<file path="config.mk">
export PLATFORM = sky130hd
export DESIGN_NAME = hazard_ctrl
export DESIGN_NICKNAME = d
export VERILOG_FILES = /design/src/rtl/hazard_ctrl.sv
export SDC_FILE = /design/constraint.sdc
export NUM_CORES = 1
export LEC_CHECK = 0
export ABC_AREA = 1
export BUFFER_PORTS_ARGS = -buffer_cell sky130_fd_sc_hd__buf_4
export CORE_MARGIN = 3
export CORE_UTILIZATION = 55
export DETAILED_ROUTE_END_ITERATION = 10
export PLACE_DENSITY_LB_ADDON = 0.08
export SETUP_SLACK_MARGIN = 0.1
export SYNTH_ARGS = -nofsm -noshare
export SYNTH_HDL_FRONTEND = slang
export SYNTH_SLANG_ARGS = --single-unit
</file>
<file path="constraint.sdc">
create_clock -name clk -period 3.5 [get_ports clk]
set_clock_uncertainty 0.05 [all_clocks]
set_input_delay 0.7 -clock clk [delete_from_list [all_inputs] [get_ports clk]]
set_output_delay 0.7 -clock clk [all_outputs]
set_load 0.02 [all_outputs]
</file>
<file path="src/rtl/hazard_ctrl.sv">
// -----------------------------------------------------------------------------
// hazard_ctrl
// Hazard and forwarding controller for the 5-stage pipeline.
//   - Keeps a shadow copy of the M and W destination-register state, fed from
//     the E-stage control inputs.
//   - Returns EX-stage forwarding selects (ForwardA_E/ForwardB_E) and D-stage
//     compare forwarding (ForwardA_D/ForwardB_D).
//   - Detects load-use, branch/jr-operand and multiply/divide-use hazards and
//     drives Stall_F, Stall_D and Flush_E.
//   - Runs the busy counter of the multi-cycle multiply/divide unit (MD_Busy).
// Ports:
//   clk, reset (synchronous, active low)
//   D stage : Rs_D, Rt_D, Branch_D, Jr_D, MD_Use_D
//   E stage : Rs_Hazard, Rt_Hazard, WriteReg_E, RegWrite_E, MemtoReg_E,
//             MD_Start_E, MD_Div_E
//   outputs : ForwardA_E, ForwardB_E (00 RD1, 01 ResultW, 10 ALU_O_M),
//             ForwardA_D, ForwardB_D, Stall_F, Stall_D, Flush_E, MD_Busy
// All outputs are forced to 0 while reset is low.
// -----------------------------------------------------------------------------
module hazard_ctrl #(
    parameter int unsigned MULT_LAT = 5,
    parameter int unsigned DIV_LAT  = 10
) (
    input  logic       clk,
    input  logic       reset,
    input  logic [4:0] Rs_D,
    input  logic [4:0] Rt_D,
    input  logic       Branch_D,
    input  logic       Jr_D,
    input  logic       MD_Use_D,
    input  logic [4:0] Rs_Hazard,
    input  logic [4:0] Rt_Hazard,
    input  logic [4:0] WriteReg_E,
    input  logic       RegWrite_E,
    input  logic       MemtoReg_E,
    input  logic       MD_Start_E,
    input  logic       MD_Div_E,
    output logic [1:0] ForwardA_E,
    output logic [1:0] ForwardB_E,
    output logic       ForwardA_D,
    output logic       ForwardB_D,
    output logic       Stall_F,
    output logic       Stall_D,
    output logic       Flush_E,
    output logic       MD_Busy
);

    localparam logic [5:0] MULT_LAT_C = 6'(MULT_LAT);
    localparam logic [5:0] DIV_LAT_C  = 6'(DIV_LAT);

    localparam logic [1:0] FWD_RD1 = 2'b00;
    localparam logic [1:0] FWD_W   = 2'b01;
    localparam logic [1:0] FWD_M   = 2'b10;

    // Register $0 is hard-wired, so a zero source never depends on a producer.
    function automatic logic reg_match(input logic [4:0] dst, input logic [4:0] src);
        return (src != 5'd0) && (dst == src);
    endfunction

    logic [4:0] write_reg_m_r;
    logic       reg_write_m_r;
    logic       mem_to_reg_m_r;
    logic [4:0] write_reg_w_r;
    logic       reg_write_w_r;
    logic [5:0] md_cnt_r;

    logic [1:0] fwd_a_e_s;
    logic [1:0] fwd_b_e_s;
    logic       fwd_a_d_s;
    logic       fwd_b_d_s;
    logic       lw_stall_s;
    logic       br_stall_s;
    logic       md_stall_s;
    logic       stall_s;

    // Shadow pipeline of destination-register state; E->M->W advance never stalls.
    always_ff @(posedge clk) begin
        if (!reset) begin
            write_reg_m_r  <= 5'd0;
            reg_write_m_r  <= 1'b0;
            mem_to_reg_m_r <= 1'b0;
            write_reg_w_r  <= 5'd0;
            reg_write_w_r  <= 1'b0;
        end else begin
            write_reg_m_r  <= WriteReg_E;
            reg_write_m_r  <= RegWrite_E;
            mem_to_reg_m_r <= MemtoReg_E;
            write_reg_w_r  <= write_reg_m_r;
            reg_write_w_r  <= reg_write_m_r;
        end
    end

    // Multiply/divide busy counter; a new start while busy restarts the count.
    always_ff @(posedge clk) begin
        if (!reset) begin
            md_cnt_r <= 6'd0;
        end else if (MD_Start_E) begin
            md_cnt_r <= MD_Div_E ? DIV_LAT_C : MULT_LAT_C;
        end else if (md_cnt_r != 6'd0) begin
            md_cnt_r <= md_cnt_r - 6'd1;
        end else begin
            md_cnt_r <= md_cnt_r;
        end
    end

    // Forwarding selects; the younger M-stage result wins over W.
    always_comb begin
        fwd_a_e_s = FWD_RD1;
        fwd_b_e_s = FWD_RD1;
        if (reg_write_m_r && reg_match(write_reg_m_r, Rs_Hazard)) begin
            fwd_a_e_s = FWD_M;
        end else if (reg_write_w_r && reg_match(write_reg_w_r, Rs_Hazard)) begin
            fwd_a_e_s = FWD_W;
        end else begin
            fwd_a_e_s = FWD_RD1;
        end
        if (reg_write_m_r && reg_match(write_reg_m_r, Rt_Hazard)) begin
            fwd_b_e_s = FWD_M;
        end else if (reg_write_w_r && reg_match(write_reg_w_r, Rt_Hazard)) begin
            fwd_b_e_s = FWD_W;
        end else begin
            fwd_b_e_s = FWD_RD1;
        end
        fwd_a_d_s = reg_write_m_r && reg_match(write_reg_m_r, Rs_D);
        fwd_b_d_s = reg_write_m_r && reg_match(write_reg_m_r, Rt_D);
    end

    // Stall sources. Branches and jr resolve in D, so they also wait on an ALU
    // result still in E and on a load result still in M; jr reads only rs.
    always_comb begin
        lw_stall_s = RegWrite_E && MemtoReg_E &&
                     (reg_match(WriteReg_E, Rs_D) || reg_match(WriteReg_E, Rt_D));
        br_stall_s = 1'b0;
        if (Branch_D || Jr_D) begin
            br_stall_s = (RegWrite_E && reg_match(WriteReg_E, Rs_D)) ||
                         (reg_write_m_r && mem_to_reg_m_r && reg_match(write_reg_m_r, Rs_D));
        end else begin
            br_stall_s = 1'b0;
        end
        if (Branch_D) begin
            br_stall_s = br_stall_s ||
                         (RegWrite_E && reg_match(WriteReg_E, Rt_D)) ||
                         (reg_write_m_r && mem_to_reg_m_r && reg_match(write_reg_m_r, Rt_D));
        end else begin
            br_stall_s = br_stall_s;
        end
        md_stall_s = MD_Use_D && (MD_Start_E || (md_cnt_r != 6'd0));
        stall_s    = lw_stall_s || br_stall_s || md_stall_s;
    end

    // Output stage: everything is held at 0 while reset is asserted.
    always_comb begin
        if (!reset) begin
            ForwardA_E = 2'b00;
            ForwardB_E = 2'b00;
            ForwardA_D = 1'b0;
            ForwardB_D = 1'b0;
            Stall_F    = 1'b0;
            Stall_D    = 1'b0;
            Flush_E    = 1'b0;
            MD_Busy    = 1'b0;
        end else begin
            ForwardA_E = fwd_a_e_s;
            ForwardB_E = fwd_b_e_s;
            ForwardA_D = fwd_a_d_s;
            ForwardB_D = fwd_b_d_s;
            Stall_F    = stall_s;
            Stall_D    = stall_s;
            Flush_E    = stall_s;
            MD_Busy    = (md_cnt_r != 6'd0);
        end
    end

endmodule

</file>
==> Yosys cells after proc, flatten, opt, wreduce, memory -nomap -nowiden <==
Cells that the tools add are included.
{ "word_totals": {"elab_cells": 66, "output_inout_bits": 10, "regBits": 19, "inputBits": 34} }
{ "op_classes": {"muxes": 15, "n_addsub": 1, "eq_ne": 8, "n_reduce_logical": 36} }
{ "ops": {"columns": ["operator", "n"], "rows": [
  ["5-bit == test", 8],
  ["1-bit logical AND", 22],
  ["5-bit nonzero test", 4],
  ["6-bit two-way mux", 2],
  ["1-bit logical OR", 8],
  ["1-bit two-way mux", 8],
  ["2-bit two-way mux", 4],
  ["6-bit nonzero test", 1],
  ["6-bit by 1-bit subtractor with 6-bit output, second input constant", 1],
  ["4-bit two-way mux", 1],
  ["2-bit nonzero test", 1]
]} }

==> Longest topological paths before layout <==
Gate-level depths: netlist of run 1.
{ "logic_depth": {"ltp_word": 11, "ltp_mapped": 13} }

==> Worst setup path after synthesis of run 1 <==
OpenSTA, ideal clock, no wires.
{ "synth_path": {"path_type": "input port to output port", "startpoint": "input port Rs_Hazard[2]", "endpoint": "output port ForwardA_E[0]", "slack_ns": 1.069, "n_path_buf": 0, "stages": 5, "t_arrival_ns": 1.681, "t_required_ns": 2.750, "path_cell_list": "nor4_1 > nor2_1 > nand2_1 > nand4_1 > nor3_1"} }
{ "synth_via": {"elab_chain_len": 6, "word_cells_on_any_way": 10, "classes_between": "2 x eq/ne; 3 x mux; 5 x reduce/logical"} }
{ "synth_lines": {"columns": ["item", "line", "rtl"], "rows": [
  ["start: declaration", "31", "input logic [4:0] Rs_Hazard,"],
  ["5-bit == test or 5-bit nonzero test (tied branches)", "57", "return (src != 5'd0) && (dst == src);"],
  ["1-bit logical AND", "57", null],
  ["1-bit logical AND", "112", "end else if (reg_write_w_r && reg_match(write_reg_w_r, Rs_Hazard)) begin"],
  ["1-bit two-way mux", "112", null],
  ["2-bit two-way mux *", "110", "if (reg_write_m_r && reg_match(write_reg_m_r, Rs_Hazard)) begin"],
  ["2-bit two-way mux *", "153", "if (!reset) begin"],
  ["end: declaration", "38", "output logic [1:0] ForwardA_E,"]
]} }
Every way passes the cells marked *; elsewhere a longest branch is shown, timed or not.

==> Worst setup path in the final report of run 1 <==
{ "layout_path": {"startpoint": "register md_cnt_r[0]", "endpoint": "output port Stall_F"} }
{ "layout_via": {"elab_chain_len": 5} }
{ "layout_lines": {"columns": ["item", "line", "rtl"], "rows": [
  ["start: declaration", "65", "logic [5:0] md_cnt_r;"],
  ["start signal: assignment", "98", "md_cnt_r <= MD_Div_E ? DIV_LAT_C : MULT_LAT_C;"],
  ["start signal: assignment", "100", "md_cnt_r <= md_cnt_r - 6'd1;"],
  ["start signal: assignment", "102", "md_cnt_r <= md_cnt_r;"],
  ["6-bit nonzero test", "147", "md_stall_s = MD_Use_D && (MD_Start_E || (md_cnt_r != 6'd0));"],
  ["1-bit logical OR", "147", null],
  ["1-bit logical AND", "147", null],
  ["1-bit logical OR", "148", "stall_s = lw_stall_s || br_stall_s || md_stall_s;"],
  ["1-bit two-way mux", "153", null],
  ["end: declaration", "42", "output logic Stall_F,"]
]} }
No other way between the ends.

==> results of run 1 <==
## routing by layer
layer / GRT usage / routed length [um] / vias up
li1: - / - / 812
met1: 0.2446 / 1496 / 636
met2: 0.3306 / 1378 / 48
met5: 0 / 0 / -
met4: 0.07947 / 51 / 0
met3: 0.03118 / 213 / 6
## power groups by stage
stage	Sequential, mW	Clock, mW	Combinational, mW
after global placement	0.253	0	0.194
final	0.249	0.110	0.196
after CTS	0.249	0.116	0.197
after detailed placement	0.254	0	0.196
after global routing	0.251	0.123	0.222
after floorplan	0.248	0	0.134
## final cells by class
type | count | share of cell area
multi-input cells | 161 | 0.4735
flip-flops and latches | 19 | 0.2062
repair buffers | 43 | 0.1750
inverters | 54 | 0.1099
well taps | 30 | 0.02035
clock buffers | 3 | 0.01221
clock inverters | 1 | 0.002714
## cell usage after synthesis (2+ instances only)
cell type	count	area (sq um)
nand2_1	62	232.7
inv_1	48	180.2
nor2_1	20	75.07
dfxtp_1	19	380.4
xnor2_1	14	122.6
xor2_1	12	105.1
a21oi_1	11	55.05
nand3_1	10	50.05
nor3_1	7	35.03
inv_2	6	22.52
buf_2	4	20.02
nand4_1	4	25.02
nor4_1	4	25.02
buf_4	2	15.01
nor2_2	2	12.51
o21ai_0	2	10.01
o22ai_1	2	12.51
## per-stage QoR
step | utilization | cell area, sq um | total power, mW | worst slack [ps]
2_1_floorplan | - | 1491 | 0.3823 | 1069
3_3_place_gp | 0.7202 | 1817 | 0.4477 | 995.8
3_5_place_dp | 0.7202 | 1817 | 0.4501 | 973.8
4_1_cts | 0.7312 | 1844 | 0.5616 | 848.6
5_1_grt | 0.7312 | 1844 | 0.5971 | 671.7
6_report | 0.7312 | 1844 | 0.5550 | 878.8
## cells by family after synthesis
family                   after synthesis
AND/OR/NAND/NOR                      114
buffers and inverters                 60
XOR/XNOR                              26
AO/OA/AOI/OAI                         20
flip-flops                            19
adder cells (fa/ha/maj)                1
## worst min-delay path by stage
stage / start / to / slack, ps / cells past startpoint
CTS: md_cnt_r[1]$_SDFFE_PN0N_ / md_cnt_r[1]$_SDFFE_PN0N_ / 450 / 2
global placement: md_cnt_r[1]$_SDFFE_PN0N_ / md_cnt_r[1]$_SDFFE_PN0N_ / 420 / 2
detailed placement: md_cnt_r[1]$_SDFFE_PN0N_ / md_cnt_r[1]$_SDFFE_PN0N_ / 430 / 2
global route: md_cnt_r[1]$_SDFFE_PN0N_ / md_cnt_r[1]$_SDFFE_PN0N_ / 490 / 2
floorplan: md_cnt_r[1]$_SDFFE_PN0N_ / md_cnt_r[1]$_SDFFE_PN0N_ / 410 / 2
finish: md_cnt_r[1]$_SDFFE_PN0N_ / md_cnt_r[1]$_SDFFE_PN0N_ / 450 / 2
## sequential cells by signal, summed over array words and instances, names as in the netlist
register        count
write_reg_w_r       5
md_cnt_r            6
mem_to_reg_m_r      1
reg_write_m_r       1
reg_write_w_r       1
write_reg_m_r       5
## layout by cell type (no fill, tap or decap), drive strengths merged, types with 2 or more instances in the layout
cell type / count
nand2: 63
nor3: 8
nor2: 23
dfxtp: 19
xnor2: 14
nand3: 10
o22ai: 2
buf: 43
xor2: 12
inv: 54
o21ai: 3
nand4: 4
a21oi: 12
clkbuf: 3
nor4: 4
## worst max-delay path: cells and delay by family, from the launching register on
family,cells,cell delay [ps]
DFF,1,340
adders and majority gates,1,190
AOI/OAI and AO/OA,1,100
and+or+nand+nor,6,610
buffers and inverters,4,360
==> impl_metrics.toml, run 1 <==
[run_status]
outcome = "complete, no violations"

[pwr]
switching_power_mw = 0.1907
sw_frac_of_total = 0.3437
p_seq_frac = 0.449
power_density_nw_per_um2 = 300.9
power_leakage_nw = 1.054
intPower_mw = 0.3642
pwr-share-clk = 0.198
irDropWorstVdd_uv = 212.7
power_frac_comb = 0.354

[floorplanning]
core-area_sq_um = 2522
chipWidth_um = 58.08
dieArea_sq_um = 3373
rows = 18
initial_core_util = 0.5913
die_h_um = 58.08
ios = 44

[sta]
rsz0062_at_grt = "false"
report.final.setup_viol = 0
finalMaxSlewViolations = 0
worst-slew-pin-transition_ps = 314.9
hold_viol = 0
timing.final.crit_share = 0.7489
fin_crit_ps = 2621
max_freq_mhz = 381.5
hold_ws_ps = 452.7
slew_headroom = 0.7881
tns_ps = 0

[worst_setup_path]
critPathLaunch = "md_cnt_r[0]$_SDFFE_PN0N_"
path_cells = "inv_1 > ha_1 > inv_1 > nor3_4 > nand2_4 > nor2_8 > nor2_2 > a21oi_2 > nand3_1 > nand2_1 > inv_1 > buf_4"
cpPeakStageDelay_ps = 340
timing.rr.end = "md_cnt_r[1]$_SDFFE_PN0N_"
cp-start-kind = "flip-flop"
r2r-start = "md_cnt_r[0]$_SDFFE_PN0N_"
crit_path_end_kind = "output pin"
rr_worst_depth = 8
crit_fanout = 5
worst_ep_arrival_time_ps = 1870
required_ps = 2750
critPathCapture = "Stall_F"
cpMaxStageDelayCell = "dfxtp_1"
crit_type = "flip-flop to output pin"
path_common_cell = "inv_1"
reg2reg_slack_ps = 2100

[logic_synthesis]
synthSimpleGateAreaFrac = 0.3465
synth_top_family_by_area = "simple AND/OR/NAND/NOR gates"
synth_compound_area_frac = 0.07802
synthCells = 240
synth_edf_count = 0
synth_nets = 275
synth_fa_ha_area_frac = 0.008389
async_flop_share = 0
syn_area_per_cell_sq_um = 6.214
syn-cell-area_sq_um = 1491
synthFlopType = "dfxtp_1"
yosys_warnings = 0
synth-seq-area-share = 0.2550
ys_types = 28
ys_ff_latch = 19
synth_mux_area_frac = 0
synth_xor_area_frac = 0.1527

[clock_tree]
ctsResizeCount = 0
post_cts_buffers = 0
cts_buffers = 3
clock_latency_ps = 290
clk_pin_slew_worst_paths_ps = 110
cts_tree = "done"
clk_path_buf_depth = 2
root_buffer = "clkbuf_4"
ctsHoldBuffers = 0
cts_sinks = 19
htree_levels = 1

[final_layout]
seq_area_sq_um = 380.4
layout.cells.non_filler = 311
layout.nets = 317
syn_to_final_growth_pct = 23.66
drive_gt1_frac = 0.2135
multi_input_area_sq_um = 873.3
antenna_cells = 0
n_fill_cell = 237

[routing]
wl_per_cell_um = 10.09
drt-vias-per-instance = 4.830
drcViolationCount = 0
drtAntennaViolNets = 0
vias = 1502
drt_iter0_drc = 50
routed_wl_mm = 3.139
first_pass_iters = 5

[placement]
dp_hpwl_mm = 2.633
place_inst = 307
gp_congestion = 0.9056
port_buffers = 43

[global_route]
grt_max_degree = 18
grt_usage = 0.1950
grt_antenna_before_repair = 0
grt_pass1_wl_mm = 5.230
gr-total-overflow = 0
grt_pass1_vias = 1322

[flow_run]
max_cap_violations = 0

[min_path]
hp-class = "flip-flop to flip-flop"
(Power assumes the default switching activity.)
==> run 2, diff against run 1 <==
CORE_UTILIZATION = 51   (was 55)
clock period = 2.58 ns   (was 3.5 ns; I/O delays follow)
==> run 2 against run 1 <==
Compared with the run above: sequential power up 36%; count of clock-buffer cells in the layout did not move; via count increased by 1.3%; sequential share of layout area shrank 0.30 points; largest cell class unchanged; clock power grew 40%; design area is 1.8% higher; flip-flop and latch count unchanged; die area rose by 7.0%; first-iteration DRC count increased by 28%; setup slack lost 650 ps; power increased by 40%; core utilization down 1.8 points.
==> impl_metrics.toml, run 2 (synthesis gave the netlist of run 1 again) <==
[run_status]
outcome = "complete, no violations"

[final_layout]
syn_to_final_growth_pct = 25.92
layout_commonest_cell = "nand2_1"
layout.nets = 321
antenna_cells = 0
biggestRegsByFlops = "md_cnt_r (6), write_reg_m_r (5), write_reg_w_r (5)"
largest_register = "md_cnt_r"
post-route-cell-area_sq_um = 1878
drive_gt1_frac = 0.2316
final_core_util = 0.7127
final_cell_mix = "62 x nand2_1, 48 x inv_1, 47 x buf_4"
largest_reg_flops = 6

[clock_tree]
clk_pin_slew_worst_paths_ps = 110
clk_path_buf_depth = 2
htree_levels = 1
cts_tree = "done"
root_buffer = "clkbuf_4"
cts_buffers = 3
clock_latency_ps = 300
cts_sinks = 19
ctsHoldBuffers = 0

[placement]
gp_congestion = 0.8640
dp_hpwl_mm = 2.762
port_buffers = 43
dpl_cell_area_sq_um = 1817

[sta]
finalMaxSlewViolations = 0
fin_crit_ps = 2355
max_freq_mhz = 424.7
report.final.setup_viol = 0
hold_viol = 0
slew_headroom = 0.7597
timing.final.crit_share = 0.9126
worst-slew-pin-transition_ps = 357.2
hold_ws_ps = 347.9
tns_ps = 0
rsz0062_at_grt = "false"

[global_route]
grt_max_degree = 18
grt_usage = 0.2052
gr-total-overflow = 0
grt_pass1_vias = 1310
grt_pass1_wl_mm = 5.582
grt_antenna_before_repair = 0

[routing]
drt_iter0_drc = 64
routed_wl_mm = 3.341
drt-vias-per-instance = 4.832
first_pass_iters = 4
drcViolationCount = 0
drtAntennaViolNets = 0
vias = 1522
wl_per_cell_um = 10.61

[worst_setup_path]
cp-start-kind = "flip-flop"
required_ps = 2010
crit_fanout = 3
crit_type = "flip-flop to output pin"
crit_path_end_kind = "output pin"
worst_ep_arrival_time_ps = 1790

[pwr]
power_density_nw_per_um2 = 415.2
power_leakage_nw = 1.073
irDropWorstVdd_uv = 307.3

[floorplanning]
initial_core_util = 0.5660
chipWidth_um = 60.08
dieArea_sq_um = 3609
rows = 18
core-area_sq_um = 2635
die_h_um = 60.08
ios = 44

[flow_run]
max_cap_violations = 0

[min_path]
hp-class = "input port to flip-flop"
run 2: cell types whose count changed in the layout (fill, tap and decap cells not counted), sizes merged:
cell / delta
buf: +4
run 2: path summary, 6_finish.rpt:
kind	to	start	slack [ps]	depth (start not counted)
worst max-delay path	Stall_D	md_cnt_r[0]$_SDFFE_PN0N_	230	12
worst min-delay path	mem_to_reg_m_r$_SDFF_PN0_	MemtoReg_E	350	3
worst max register to register	md_cnt_r[0]$_SDFFE_PN0N_	md_cnt_r[0]$_SDFFE_PN0N_	1100	9
worst min register to register	md_cnt_r[1]$_SDFFE_PN0N_	md_cnt_r[1]$_SDFFE_PN0N_	440	2
run 2: power breakdown:
group	switching, mW	internal, mW
logic	0.151	0.137
registers	0.0226	0.315
clock network	0.0957	0.0578
run 2: cell type report:
class	count	area [sq um]
multi-input combinational	161	875.8
fill	243	757.0
sequential	19	381.6
timing repair buffer	47	352.8
inverter	54	202.7
tap	30	37.54
clock buffer	3	22.52
clock inverter	1	5.005
run 2: worst max-delay path: stages, from the launching register on:
cell and delay, ps:
dfxtp_2 340, inv_1 70, ha_2 180, inv_1 60, nor3_4 180, nand2_4 100
nor2_8 90, nor2_2 40, a21oi_2 90, nand3_1 70, nand2_1 60, inv_1 50
buf_4 150
run 2: layer usage:
metal  wire (um)  GRT usage  vias to the layer above
li1            -          -                      814
met1        1594     0.2611                      669
met2        1528     0.3410                       35
met3         165    0.03240                        4
met4          53    0.08544                        0
met5           0          0                        -
run 2: timing repair:
action	CTS	global route
pin swaps	3	3
buffers inserted	3	1
endpoints found under the setup margin	3	3
resized for setup	2	0
run 2: stage by stage:
stage	power [mW]	worst slack [ps]	cells
after floorplan	0.5186	514.6	240
after global placement	0.6080	434.2	307
after detailed placement	0.6141	451.0	307
after CTS	0.7856	110.4	314
after global routing	0.8363	102.8	315
final	0.7797	225.4	315
